[src/rtl/popcount20_unary_gen.sv]
// Count-to-thermometer frame generator: held parallel vector plus N-beat serial stream.
// Optional macro UNARY_SCRAMBLE_EN permutes serial beat order with a per-frame seed.
module popcount20_unary_gen #(
   parameter int N  = 20,
   parameter int CW = 5
) (
   input  logic          clk,
   input  logic          rst_n,
   input  logic          in_valid,
   output logic          in_ready,
   input  logic [CW-1:0] in_count,
   output logic          out_valid,
   input  logic          out_ready,
   output logic          out_bit,
   output logic          out_last,
   output logic [N-1:0]  out_vec,
   output logic          busy
);

   typedef enum logic [0:0] {
      IDLE = 1'b0,
      EMIT = 1'b1
   } state_t;

   localparam logic [CW-1:0] N_C    = CW'(N);
   localparam logic [CW-1:0] LAST_C = CW'(N - 1);
   localparam logic [CW-1:0] ONE_C  = CW'(1);
   localparam logic [CW-1:0] ZERO_C = {CW{1'b0}};

   state_t        state_r;
   logic [CW-1:0] beat_r;
   logic [CW-1:0] cnt_r;
   logic [CW-1:0] sat_count_s;
   logic [CW-1:0] beat_next_s;
   logic [CW-1:0] rank_next_s;
   logic [CW-1:0] first_rank_s;

   function automatic logic [N-1:0] therm(input logic [CW-1:0] c);
      logic [N-1:0] v;
      v = {N{1'b0}};
      for (int k = 0; k < N; k++) begin
         v[k] = (CW'(k) < c);
      end
      return v;
   endfunction

`ifdef UNARY_SCRAMBLE_EN
   localparam logic [CW:0] STEP_C = (CW+1)'(7 % N);
   localparam logic [CW:0] N_W    = (CW+1)'(N);

   logic [CW-1:0] rank_r;
   logic [CW-1:0] seed_r;
   logic [CW-1:0] seed_next_s;
   logic [CW:0]   rank_sum_s;

   // Next serial rank (7*i + seed) mod N, stepped incrementally, and next frame's seed.
   always_comb begin
      rank_sum_s = {1'b0, rank_r} + STEP_C;
      if (rank_sum_s >= N_W) begin
         rank_next_s = CW'(rank_sum_s - N_W);
      end else begin
         rank_next_s = rank_sum_s[CW-1:0];
      end
      if (seed_r == LAST_C) begin
         seed_next_s = ZERO_C;
      end else begin
         seed_next_s = seed_r + ONE_C;
      end
      first_rank_s = seed_r;
   end

   // Scramble rank and seed state.
   always_ff @(posedge clk or negedge rst_n) begin
      if (!rst_n) begin
         rank_r <= ZERO_C;
         seed_r <= ZERO_C;
      end else begin
         case (state_r)
            IDLE: begin
               if (in_valid) begin
                  rank_r <= seed_r;
               end
            end
            EMIT: begin
               if (out_ready) begin
                  if (beat_r == LAST_C) begin
                     seed_r <= seed_next_s;
                  end else begin
                     rank_r <= rank_next_s;
                  end
               end
            end
            default: begin
               rank_r <= ZERO_C;
            end
         endcase
      end
   end
`else
   // Plain thermometer order: the serial rank is the beat index itself.
   always_comb begin
      rank_next_s  = beat_r + ONE_C;
      first_rank_s = ZERO_C;
   end
`endif

   // Saturate the requested count and form the next beat index.
   always_comb begin
      if (in_count > N_C) begin
         sat_count_s = N_C;
      end else begin
         sat_count_s = in_count;
      end
      beat_next_s = beat_r + ONE_C;
   end

   // Frame FSM; every output is registered so reset clears them asynchronously.
   always_ff @(posedge clk or negedge rst_n) begin
      if (!rst_n) begin
         state_r   <= IDLE;
         beat_r    <= ZERO_C;
         cnt_r     <= ZERO_C;
         out_vec   <= {N{1'b0}};
         out_valid <= 1'b0;
         out_bit   <= 1'b0;
         out_last  <= 1'b0;
         busy      <= 1'b0;
         in_ready  <= 1'b1;
      end else begin
         case (state_r)
            IDLE: begin
               if (in_valid) begin
                  cnt_r     <= sat_count_s;
                  beat_r    <= ZERO_C;
                  out_vec   <= therm(sat_count_s);
                  out_valid <= 1'b1;
                  out_bit   <= (first_rank_s < sat_count_s);
                  out_last  <= (LAST_C == ZERO_C);
                  busy      <= 1'b1;
                  in_ready  <= 1'b0;
                  state_r   <= EMIT;
               end
            end
            EMIT: begin
               if (out_ready) begin
                  if (beat_r == LAST_C) begin
                     out_valid <= 1'b0;
                     out_bit   <= 1'b0;
                     out_last  <= 1'b0;
                     busy      <= 1'b0;
                     in_ready  <= 1'b1;
                     state_r   <= IDLE;
                  end else begin
                     beat_r   <= beat_next_s;
                     out_bit  <= (rank_next_s < cnt_r);
                     out_last <= (beat_next_s == LAST_C);
                  end
               end
            end
            default: begin
               state_r   <= IDLE;
               out_valid <= 1'b0;
               busy      <= 1'b0;
               in_ready  <= 1'b1;
            end
         endcase
      end
   end

endmodule

[config.mk]
export PLATFORM = sky130hd
export DESIGN_NAME = popcount20_unary_gen
export DESIGN_NICKNAME = d
export VERILOG_FILES = /design/src/rtl/popcount20_unary_gen.sv
export SDC_FILE = /design/constraint.sdc
export NUM_CORES = 1
export LEC_CHECK = 0
export ABC_AREA = 0
export CAP_MARGIN = 10
export CORE_ASPECT_RATIO = 2
export CORE_UTILIZATION = 45
export CTS_CLUSTER_SIZE = 30
export DETAILED_ROUTE_END_ITERATION = 7
export PLACE_DENSITY = 0.77
export SLEW_MARGIN = 40
export SYNTH_ARGS = -nofsm -noshare
export SYNTH_HDL_FRONTEND = slang
export SYNTH_SLANG_ARGS = --single-unit
[constraint.sdc]
create_clock -name clk -period 1.99 [get_ports clk]
set_clock_uncertainty 0.05 [all_clocks]
set_input_delay 0.398 -clock clk [delete_from_list [all_inputs] [get_ports clk]]
set_output_delay 0.398 -clock clk [all_outputs]
set_load 0.01 [all_outputs]
# Word level (Yosys, flattened, before mapping)
# Index checks and enable logic that the tools add are counted.
# word_totals
ff_bits,35
in_bits,9
out_inout_bits,25
word_cells,66
# op_classes
addsub,1
n_lt_le_gt_ge,22
eq_ne,6
muxes,24
bitwise_logic,1
reduce_logical,4
# ops
op,count
$lt A4 B5 Y1 const A,8
$lt A3 B5 Y1 const A,4
$lt A5 B5 Y1 const A,4
$mux W5,4
$mux W1,14
$eq A5 B5 Y1 const B,2
$lt A1 B5 Y1 const A,2
$lt A2 B5 Y1 const A,2
$pmux W1 S2,5
$pmux W5 S2,1
$ne A2 B2 Y1 const B,3
$reduce_and A3 Y1,2
$add A5 B1 Y5 const B,1
$gt A5 B5 Y1 const B,1
$lt A5 B5 Y1,1
$reduce_and A2 Y1,2
$ne A2 B1 Y1 const B,1
$not A1 Y1,1

# Depth between registers and ports, before layout
# logic_depth
ltp_word,5
mapped_depth,8
ltp_nobuf,8

# Least setup slack after synthesis
# OpenSTA, ideal clock, no wires.
# synth_path
path_kind,reg2reg
startpoint,register beat_r[0]
endpoint,register out_bit
setup_time_ns,0.082
arrival_time_ns,1.543
required_time_ns,1.858
slack_ns,0.315
stages_incl_launch_ff,8
n_path_buf,1
synth_period_minus_slack_ns,1.675
path_cell_list,dfrtp_1 ha_1 buf_6 nand3_1 xnor2_1 ha_1 or3_1 a31oi_1
# synth_via
elab_chain_len,5
elab_cells_between_ends,6
classes_between,1 x add/sub; 1 x order compare; 1 x eq/ne; 3 x mux
# synth_rtl
element,line_no,rtl
start: declaration,31,logic [CW-1:0] beat_r;
start signal: assignment,154,beat_r <= beat_next_s;
$add A5 B1 Y5,102,rank_next_s = beat_r + ONE_C;
$lt A5 B5 Y1,155,out_bit <= (rank_next_s < cnt_r);
$mux W1 (*),146,if (beat_r == LAST_C) begin
$mux W1 (*),145,if (out_ready) begin
$pmux W1 S2 (*),130,case (state_r)
end signal: assignment,137,out_bit <= (first_rank_s < sat_count_s);
end signal: assignment,155,
end: declaration,14,"output logic out_bit,"
# Mark *: on every way between the ends. The rest lies on a longest branch, timed or not. The select of a mux whose other input is x is not followed.
# A chain may end at the register's enable or synchronous reset.

# Worst setup path in the final report
# layout_path
startpoint,register in_ready
endpoint,output in_ready
# layout_rtl
element,line_no,rtl
start: declaration,10,"output logic in_ready,"
start signal: assignment,128,in_ready <= 1'b1;
start signal: assignment,140,in_ready <= 1'b0;
start signal: assignment,151,in_ready <= 1'b1;
# No word-level cell between the ends.

==> metrics.md <==
| Metric | Value |
|---|---|
| Outcome | `finished clean` |
| Boundary Pins | `34` |
| WL/cell | `roughly 14 um` |
| Filler cells | `approximately 340` |
| Ys Warns | `0` |
| Mux share of post-synthesis cell area | `0` |
| CP max-delay cell | `dfstp_2` |
| Row cnt | `31` |
| Mapped Nets | `approximately 200` |
| Worst-path cell chain | `clkdlybuf4s50_1` |
| Slew Limit Headroom | `0.7094` |
| First-pass GRT wire length | `around 6400 um` |
| Seq/Total Area, Yosys | `0.5030` |
| Synthesized flop and latch total | `34` |
| Largest net degree at the start of global routing | `35` |
| Vias in the first global route | `approximately 1,400` |
| I/O Buffers | `33` |
| Clock latency on the worst-skew pair | `~0.28 ns` |
| Synth Area in Simple Gates | `0.1854` |
| Total wire length | `3784 um` |
| GRT Overall Usage | `0.2237` |
| FF+latch area | `roughly 850 um2` |
| Power consumption | `around 3.3 mW` |
| DIE AREA | `0.004029 mm2` |
| Post-CTS resize count | `0` |
| Pre-antenna DRT Iters | `4` |
| Worst EP arrival | `between 1 and 1.5 ns` |
| Max Fclk | `between 500 and 600 MHz` |
| Pwr Density | `1515 mW/mm2` |
| DR vias | `1,434` |
| Worst VDD drop | `about 0.9 mV` |
| Starting Density | `0.4696` |
| CP top delay family | `flip-flops` |
| Die Height | `between 80 and 90 um` |
| Remaining Overflow, GRT | `0` |
| Crit end category | `output pin` |
| Post-Synth Adder-Cell Area | `0.04431` |
| Number of vias per cell | `~5.3` |
| Fin. Hold Viols | `0` |
| Max cap viols | `0` |
| DRC | `0` |
| CTS tree | `built` |
| Total setup buffers inserted after CTS | `0` |
| CP startpoint kind | `flop` |
| CP bufs+invs | `1` |
| # clock sinks | `34` |
| Fin Setup TNS | `0 ns` |
| Hold_buf cts | `0` |
| Cells after Synth | `between 150 and 200` |
| Slew Viols, Final | `0` |
| Post-synthesis compound-gate area fraction | `0.1662` |
| RSZ-0062 raised after global routing | `no` |
| H-tree Lvls | `2` |
| Setup violators final | `0` |
| Start-to-end type of the worst setup path | `reg2out` |
| Syn Area/Cell | `~9 um2` |
| Critical path peak fanout | `2` |
| Root Driver | `clkbuf_8` |
| Synthesized area | `around 0.0017 mm2` |
| Largest family of logic cells by synthesized area | `simple AND/OR/NAND/NOR gates` |
| Maximum clock path buffer count | `2` |
| DRT iter0 DRCs | `30` |
| Area occupied by multi-input gates | `around 710 um2` |
| Final Cycle Share | `0.8991` |
| Core area | `0.003607 mm2` |
| Dpl hpwl | `~2800 um` |
| Area Overhead vs Synth | `28.06%` |
| # diodes | `0` |
| Leakage Power | `~0.96 nW` |
| Post-synthesis xor/xnor area fraction | `0.02585` |
| Worst path max stage delay | `~0.53 ns` |
| Critical Path RT | `about 1.5 ns` |
| ANT nets after route | `0` |
| Worst Max-Slew Pin Slew | `between 0.4 and 0.5 ns` |
| Share of cells above drive strength 1 | `0.1136` |
| Initial antenna violation count | `0` |
| Netlist cell types | `35` |
| Fin crit period | `approximately 1.8 ns` |
| Total CTS buffers | `5` |
| Fin nets | `234` |
| Die X | `between 40 and 50 um` |
| Min-Delay Path Class | `reg2reg` |
| Final Wtd Congestion | `about 0.83` |
| Clock Pin Slew Worst Setup and Hold Paths | `around 0.070 ns` |
-- sequential cells by signal (all words and copies together), names as in the netlist --
signal / flops
out_vec: 20
beat_r: 5
cnt_r: 4
busy: 1
in_ready: 1
out_bit: 1
out_last: 1
state_r: 1
-- report_power, final --
part / leakage, nW / total, mW / internal [mW] / switching [mW]
registers: 0.399 / 1.29 / 1.03 / 0.267
logic: 0.512 / 1.47 / 0.805 / 0.665
clock network: 0.0482 / 0.524 / 0.279 / 0.245
-- final cells by class --
type | count | share of cell area
clock buffers | 7 | 0.03979
clock inverters | 1 | 0.002307
inverters | 8 | 0.01384
multi-input cells | 125 | 0.3293
flip-flops and latches | 34 | 0.3927
well taps | 49 | 0.02826
repair buffers | 45 | 0.1938
-- per-layer routing --
metal,part of all wire,track usage,up-vias
met1,0.37,0.2500,686
met5,0,0,-
li1,-,-,694
met3,0.033,0.04082,11
met4,0.029,0.1129,0
met2,0.56,0.3870,43
-- metrics by stage --
step	instances	setup WS (ns)	area (um2)	hold WS (ns)	util
floorplan	183	0.3152	1694	0.05241	-
global placement	261	0.2123	2078	0.3979	0.5761
detailed placement	261	0.2038	2078	0.4079	0.5761
CTS	269	0.1877	2170	0.4187	0.6015
global route	269	0.1211	2170	0.4330	0.6015
finish	269	0.2008	2170	0.4152	0.6015
-- layout by cell type, fill, tap and decap left out, types with 2 or more instances in the layout --
master,n
a21oi_1,12
nor2_1,13
o21ai_0,20
nand2b_1,3
clkdlybuf4s50_1,33
xnor2_1,3
ha_1,6
buf_4,12
or2_1,2
a31oi_1,6
o21ai_1,5
xor2_1,2
or2_2,2
inv_1,8
dfrtp_1,33
nand2_1,24
clkbuf_8,6
nand3b_1,2
nand3_1,11
-- kinds of logic (layout without fill, tap and decap cells) --
kind of cell	count (synthesis)	in the layout
fa+ha+maj	6	6
flops	34	34
xor+xnor	5	5
simple gates	64	64
compound gates	50	50
buf+inv	24	61
-- worst register-to-register path: stages (launching register included) --
cell and delay [ns]:
dfrtp_1 0.45, ha_1 0.24, buf_4 0.16, nor4bb_4 0.16
or2_1 0.31, a32o_1 0.29
-- final timing paths --
kind	from	to	slack, ns	cells after the start
setup / recovery	in_ready	in_ready	0.20	1
hold / removal	in_ready	in_ready	0.42	2
setup reg to reg	beat_r[0]	beat_r[4]	0.22	5
hold reg to reg	in_ready	in_ready	0.42	2
max in group asynchronous	rst_n	in_ready	1.08	2
min in group asynchronous	rst_n	busy	0.47	2
-- synth_stat cells --
library cell   n  area (um2)
xnor2_1        3       26.28
o2111ai_1      1       8.760
nor2_2         1       6.260
nand2_2        1       6.260
xor2_1         2       17.52
o21ai_1        5       25.02
o31ai_1        1       7.510
dfrtp_1       33       825.8
o21a_1         1       7.510
nand3b_1       2       15.01
or3_1          1       6.260
buf_4          4       30.03
nor3_1         1       5.000
and2_1         1       6.260
buf_6          2       22.52
buf_2          6       30.03
a211oi_1       1       7.510
nand2b_1       3       18.77
dfstp_2        1       26.28
nor4bb_4       1       25.02
nor2_1        13       48.80
a21boi_0       1       7.510
o21ai_0       20       100.1
nand4_1        1       6.260
a311o_1        1       10.01
ha_1           6       75.07
or2_2          2       12.51
or2_1          2       12.51
nand2_1       24       90.09
inv_1          8       30.03
a32o_1         1       10.01
clkbuf_1       4       15.01
nand3_1       11       55.05
a21oi_1       12       60.06
a31oi_1        6       37.54
Power figures use the tool's default switching activity.
